[src/rtl/btn_debounce_level.sv]
// Push-button conditioner: 2-flop synchronizer, polarity fix and counter-based debounce FSM.
// Optional auto-repeat (one-cycle low gaps while held) under BTN_DEBOUNCE_AUTOREPEAT_EN.
module btn_debounce_level #(
  parameter int unsigned DEBOUNCE_CYCLES = 500000,
  parameter bit          ACTIVE_LOW      = 1'b1,
  parameter int unsigned HOLD_CYCLES     = 25000000,
  parameter int unsigned REPEAT_CYCLES   = 5000000
) (
  input  logic clk_i,
  input  logic rst_i,
  input  logic btn_i,
  output logic level_o,
  output logic busy_o
);

  localparam int unsigned     CntW   = $clog2(DEBOUNCE_CYCLES + 1);
  localparam logic [CntW-1:0] CntMax = CntW'(DEBOUNCE_CYCLES);
  localparam logic [CntW-1:0] CntOne = CntW'(1);
  localparam logic            RelVal = ACTIVE_LOW;

  if (DEBOUNCE_CYCLES < 1 || HOLD_CYCLES < 1 || REPEAT_CYCLES < 1) begin : gen_bad_params
    $error("btn_debounce_level: cycle parameters must be >= 1");
  end

  typedef enum logic [2:0] {
    StReleased,
    StPressWait,
    StPressed,
    StReleaseWait,
    StGap
  } state_e;

  state_e          state_q, state_d;
  logic [CntW-1:0] cnt_q, cnt_d;
  logic            s1_q, s2_q, pressed_s;
  logic            level_q, busy_q;
  logic [CntW-1:0] cnt_inc;
  logic            cnt_done;
  logic            hold_hit;

  assign pressed_s = ACTIVE_LOW ? ~s2_q : s2_q;
  assign cnt_inc   = (cnt_q == CntMax) ? cnt_q : cnt_q + CntOne;
  // This sample is the DEBOUNCE_CYCLES-th agreeing one.
  assign cnt_done  = (cnt_q >= CntMax - CntOne);

`ifdef BTN_DEBOUNCE_AUTOREPEAT_EN
  localparam int unsigned HoldMaxVal = (HOLD_CYCLES > REPEAT_CYCLES) ? HOLD_CYCLES : REPEAT_CYCLES;
  localparam int unsigned HoldW      = $clog2(HoldMaxVal + 1);
  localparam logic [HoldW-1:0] HoldLast = HoldW'(HOLD_CYCLES - 1);
  localparam logic [HoldW-1:0] RepLast  = HoldW'(REPEAT_CYCLES - 1);

  logic [HoldW-1:0] hold_q, hold_d;
  logic             rep_q, rep_d;

  assign hold_hit = rep_q ? (hold_q >= RepLast) : (hold_q >= HoldLast);

  // Hold count runs across GAP so gaps land on a fixed REPEAT_CYCLES grid.
  always_comb begin
    hold_d = hold_q;
    rep_d  = rep_q;
    if (state_q == StPressed && state_d == StGap) begin
      hold_d = '0;
      rep_d  = 1'b1;
    end else if (state_d == StPressed && (state_q == StPressed || state_q == StGap)) begin
      hold_d = hold_q + HoldW'(1);
    end else if (state_d != StGap) begin
      hold_d = '0;
      rep_d  = 1'b0;
    end
  end

  always_ff @(posedge clk_i) begin
    if (rst_i) begin
      hold_q <= '0;
      rep_q  <= 1'b0;
    end else begin
      hold_q <= hold_d;
      rep_q  <= rep_d;
    end
  end
`else
  assign hold_hit = 1'b0;
`endif

  always_comb begin
    state_d = state_q;
    cnt_d   = cnt_q;
    case (state_q)
      StReleased: begin
        if (pressed_s) begin
          if (DEBOUNCE_CYCLES == 1) begin
            state_d = StPressed;
          end else begin
            state_d = StPressWait;
            cnt_d   = CntOne;
          end
        end
      end
      StPressWait: begin
        if (!pressed_s) begin
          state_d = StReleased;
          cnt_d   = '0;
        end else if (cnt_done) begin
          state_d = StPressed;
          cnt_d   = '0;
        end else begin
          cnt_d = cnt_inc;
        end
      end
      StPressed: begin
        if (!pressed_s) begin
          if (DEBOUNCE_CYCLES == 1) begin
            state_d = StReleased;
          end else begin
            state_d = StReleaseWait;
            cnt_d   = CntOne;
          end
        end else if (hold_hit) begin
          state_d = StGap;
        end
      end
      StReleaseWait: begin
        if (pressed_s) begin
          state_d = StPressed;
          cnt_d   = '0;
        end else if (cnt_done) begin
          state_d = StReleased;
          cnt_d   = '0;
        end else begin
          cnt_d = cnt_inc;
        end
      end
      StGap: begin
        // Released samples here are ignored; release is qualified from PRESSED.
        state_d = StPressed;
      end
      default: begin
        state_d = StReleased;
        cnt_d   = '0;
      end
    endcase
  end

  always_ff @(posedge clk_i) begin
    if (rst_i) begin
      s1_q    <= RelVal;
      s2_q    <= RelVal;
      state_q <= StReleased;
      cnt_q   <= '0;
      level_q <= 1'b0;
      busy_q  <= 1'b0;
    end else begin
      s1_q    <= btn_i;
      s2_q    <= s1_q;
      state_q <= state_d;
      cnt_q   <= cnt_d;
      level_q <= (state_d == StPressed) || (state_d == StReleaseWait);
      busy_q  <= (state_d == StPressWait) || (state_d == StReleaseWait);
    end
  end

  assign level_o = level_q;
  assign busy_o  = busy_q;

endmodule

[config.mk]
export PLATFORM = sky130hd
export DESIGN_NAME = btn_debounce_level
export DESIGN_NICKNAME = d
export VERILOG_FILES = /design/src/rtl/btn_debounce_level.sv
export SDC_FILE = /design/constraint.sdc
export NUM_CORES = 1
export LEC_CHECK = 0
export BUFFER_PORTS_ARGS = -buffer_cell sky130_fd_sc_hd__buf_2
export CORE_ASPECT_RATIO = 0.75
export CORE_UTILIZATION = 30
export CTS_CLUSTER_SIZE = 10
export DETAILED_ROUTE_END_ITERATION = 10
export PLACE_DENSITY = 0.49
export SLEW_MARGIN = 20
export SYNTH_ARGS = -nofsm -noshare
export SYNTH_HDL_FRONTEND = slang
export SYNTH_SLANG_ARGS = --single-unit
[constraint.sdc]
create_clock -name clk_i -period 2.9 [get_ports clk_i]
set_clock_uncertainty 0.1 [all_clocks]
set_input_delay 0.58 -clock clk_i [delete_from_list [all_inputs] [get_ports clk_i]]
set_output_delay 0.58 -clock clk_i [all_outputs]
set_load 0.05 [all_outputs]
==> results_dict.tcl <==
set metrics [dict create \
    status "finished, final reports clean" \
    syn_nets 167 \
    drt-pass1-iter-count 4 \
    cts_tree "done" \
    layout.cells.non_filler 220 \
    swShare 0.248 \
    clk_latency_ps 270 \
    grt_setup_unrepaired "no" \
    core.rowCount 21 \
    worstPathRequired_ps 3010 \
    first_global_vias 1106 \
    critPathMaxFanout 20 \
    ant_nets 0 \
    dieArea_um2 4960 \
    start_util 0.314 \
    final_cell_mix "26 x dfxtp_1, 14 x nand2_1, 12 x nor2_1" \
    hold_path_depth 1 \
    finalHoldViolations 0 \
    final.setup.worst_slack_ps 481 \
    dp_slack_ps 511 \
    cap_violations 0 \
    top_layer "met4" \
    core-area_um2 4470 \
    syn_inst 162 \
    cts_max_level 1 \
    drc 0 \
    grt_usage 0.146 \
    worstPathArrival_ps 2530 \
    drive_above_1_share 0.123 \
    cts.sink_count 26 \
    die_w_um 81.0 \
    powerDensity_nw_per_um2 424 \
    grt_antenna_before_repair 0 \
    synthFlopType "dfxtp_1" \
    worst_path_max_delay_cell "or4_4" \
    dp_hpwl_um 2290 \
    slew_violations 0 \
    synth_area_per_cell_um2 8.66 \
    power.internal_uw 477 \
    vdd_ir_drop_max_mv 0.171 \
    die_h_um 61.2 \
    wl_met1_um 1660 \
    area_growth_pct 6.78 \
    final_util 0.335 \
    overflow 0 \
    synth_area_um2 1400 \
    synth_warnings 0 \
    combPwrFrac 0.084 \
    clockBufferDepth 2 \
    path_class "flip-flop to flip-flop" \
    synth_seq_area_share 0.371 \
    post_cts_buffers 0 \
    grt_max_degree 21 \
    n_antenna_cell 0 \
    vias_per_cell 5.38 \
    grt_pass1_wl_um 5350 \
    root_buffer "clkbuf_8" \
    gp_congestion 0.864 \
    io_pins 5 \
    synth_cell_types 44 \
    io_buffers 4 \
    cts_hold_buf 0 \
    p_seq_frac 0.587 \
    finalCritPeriodShare 0.834 \
    period_minus_slack_ps 2420 \
    wl_met2_um 1330 \
    ys_seq_elements 26 \
    clkPwrFrac 0.329 \
    power_switching_uw 158 \
    dp.cells 217 \
    cts_buffers 3 \
    reg2regPathDepth 6 \
    ys_async_sr_fraction 0 \
    final_common_cell "dfxtp_1" \
    setup_viol 0 \
    max_clock_freq_mhz 413 \
    wire_per_inst_um 14.3 \
    fin_setup_tns_ps 0 \
    slowest_delay_ps 550 \
    path_cells "or4_4 -> a311oi_2 -> o211ai_2 -> nor2_4 -> o21ai_1 -> a31oi_1" \
    cts_resized 0 \
    p_leak_uw 0.000547 \
    clk_pin_slew_ps 90 \
    endpoint_kind "flip-flop" \
    num_vias 1183 \
    wl_um 3150 \
    synth_edf_count 0 \
    startpoint_type "flip-flop" \
    nNetsFinal 170 \
    drtIter0Drc 66 \
    met3_length_um 121 \
    hp-class "flip-flop to flip-flop" \
]
-- path summary, 6_finish.rpt --
path                               from                    end  slack, ps
hold / removal          s1_q$_SDFF_PP1_        s2_q$_SDFF_PP1_        330
setup / recovery  cnt_q[7]$_SDFFE_PP0P_  cnt_q[5]$_SDFFE_PP0P_        480
hold reg to reg         s1_q$_SDFF_PP1_        s2_q$_SDFF_PP1_        330
setup reg to reg  cnt_q[7]$_SDFFE_PP0P_  cnt_q[5]$_SDFFE_PP0P_        480
-- metal layers --
layer	vias up	GRT usage
met5	-	0
met4	0	0.0536
met3	5	0.0311
met2	14	0.227
met1	564	0.202
li1	600	-
-- power by group through the flow --
| stage | Sequential (uW) | Clock (uW) | Combinational [uW] |
|---|---|---|---|
| after floorplan | 385 | 0 | 34.2 |
| after global placement | 380 | 0 | 52.9 |
| after detailed placement | 380 | 0 | 53.3 |
| after CTS | 372 | 217 | 53.5 |
| after global routing | 373 | 229 | 58.2 |
| final | 372 | 209 | 53.3 |
-- worst max-delay path, delay by kind of cell (launching register included) --
family,cells,cell delay [ps]
AO/OA/AOI/OAI,4,900
AND/OR/NAND/NOR,2,980
flip-flops,1,380
-- sequential cells by signal, summed over array words and instances, names as in the netlist --
signal   cells
busy_o       1
cnt_q       19
level_o      1
s1_q         1
s2_q         1
state_q      3
-- cell families (layout without fill, tap and decap cells) --
group           after synthesis  count (layout)  synth area share
buf+inv                      11              12            0.0455
flops                        26              26             0.371
mux                           3               3            0.0223
fa+ha+maj                     2               2            0.0178
other cells                   1               1           0.00267
compound gates               36              36             0.178
simple gates                 77              77             0.326
xor+xnor                      6               6            0.0375
-- metrics by stage --
stage                     hold slack [ps]  area (um^2)  power, uW
after CTS                             333         1500        643
after floorplan                       289         1400        419
after global routing                  362         1500        660
final                                 332         1500        634
after detailed placement              294         1460        434
after global placement                297         1460        433
-- area by class of cell --
cell class	instances	area (um^2)
clock buffer	3	41.3
fill	465	2970
inverter	3	11.3
multi-input combinational	125	818
sequential	26	520
tap	57	71.3
timing repair buffer	6	35.0
-- cells in the mapped netlist, drive strengths merged, types with 2 or more instances --
master | instances | area share
a21o | 2 | 0.011
a21oi | 10 | 0.036
a22o | 4 | 0.025
a31oi | 8 | 0.036
and2 | 4 | 0.018
and3 | 4 | 0.018
and4 | 4 | 0.025
buf | 3 | 0.024
clkbuf | 5 | 0.013
dfxtp | 26 | 0.37
ha | 2 | 0.018
inv | 3 | 0.0080
mux2i | 2 | 0.014
nand2 | 14 | 0.037
nand3 | 9 | 0.032
nand4 | 3 | 0.013
nor2 | 13 | 0.040
nor2b | 2 | 0.0089
nor3 | 5 | 0.018
nor4 | 3 | 0.013
nor4b | 3 | 0.034
o21ai | 5 | 0.018
or2 | 3 | 0.013
or3 | 7 | 0.031
xnor2 | 2 | 0.012
xor2 | 4 | 0.025
(Power assumes the default switching activity.)
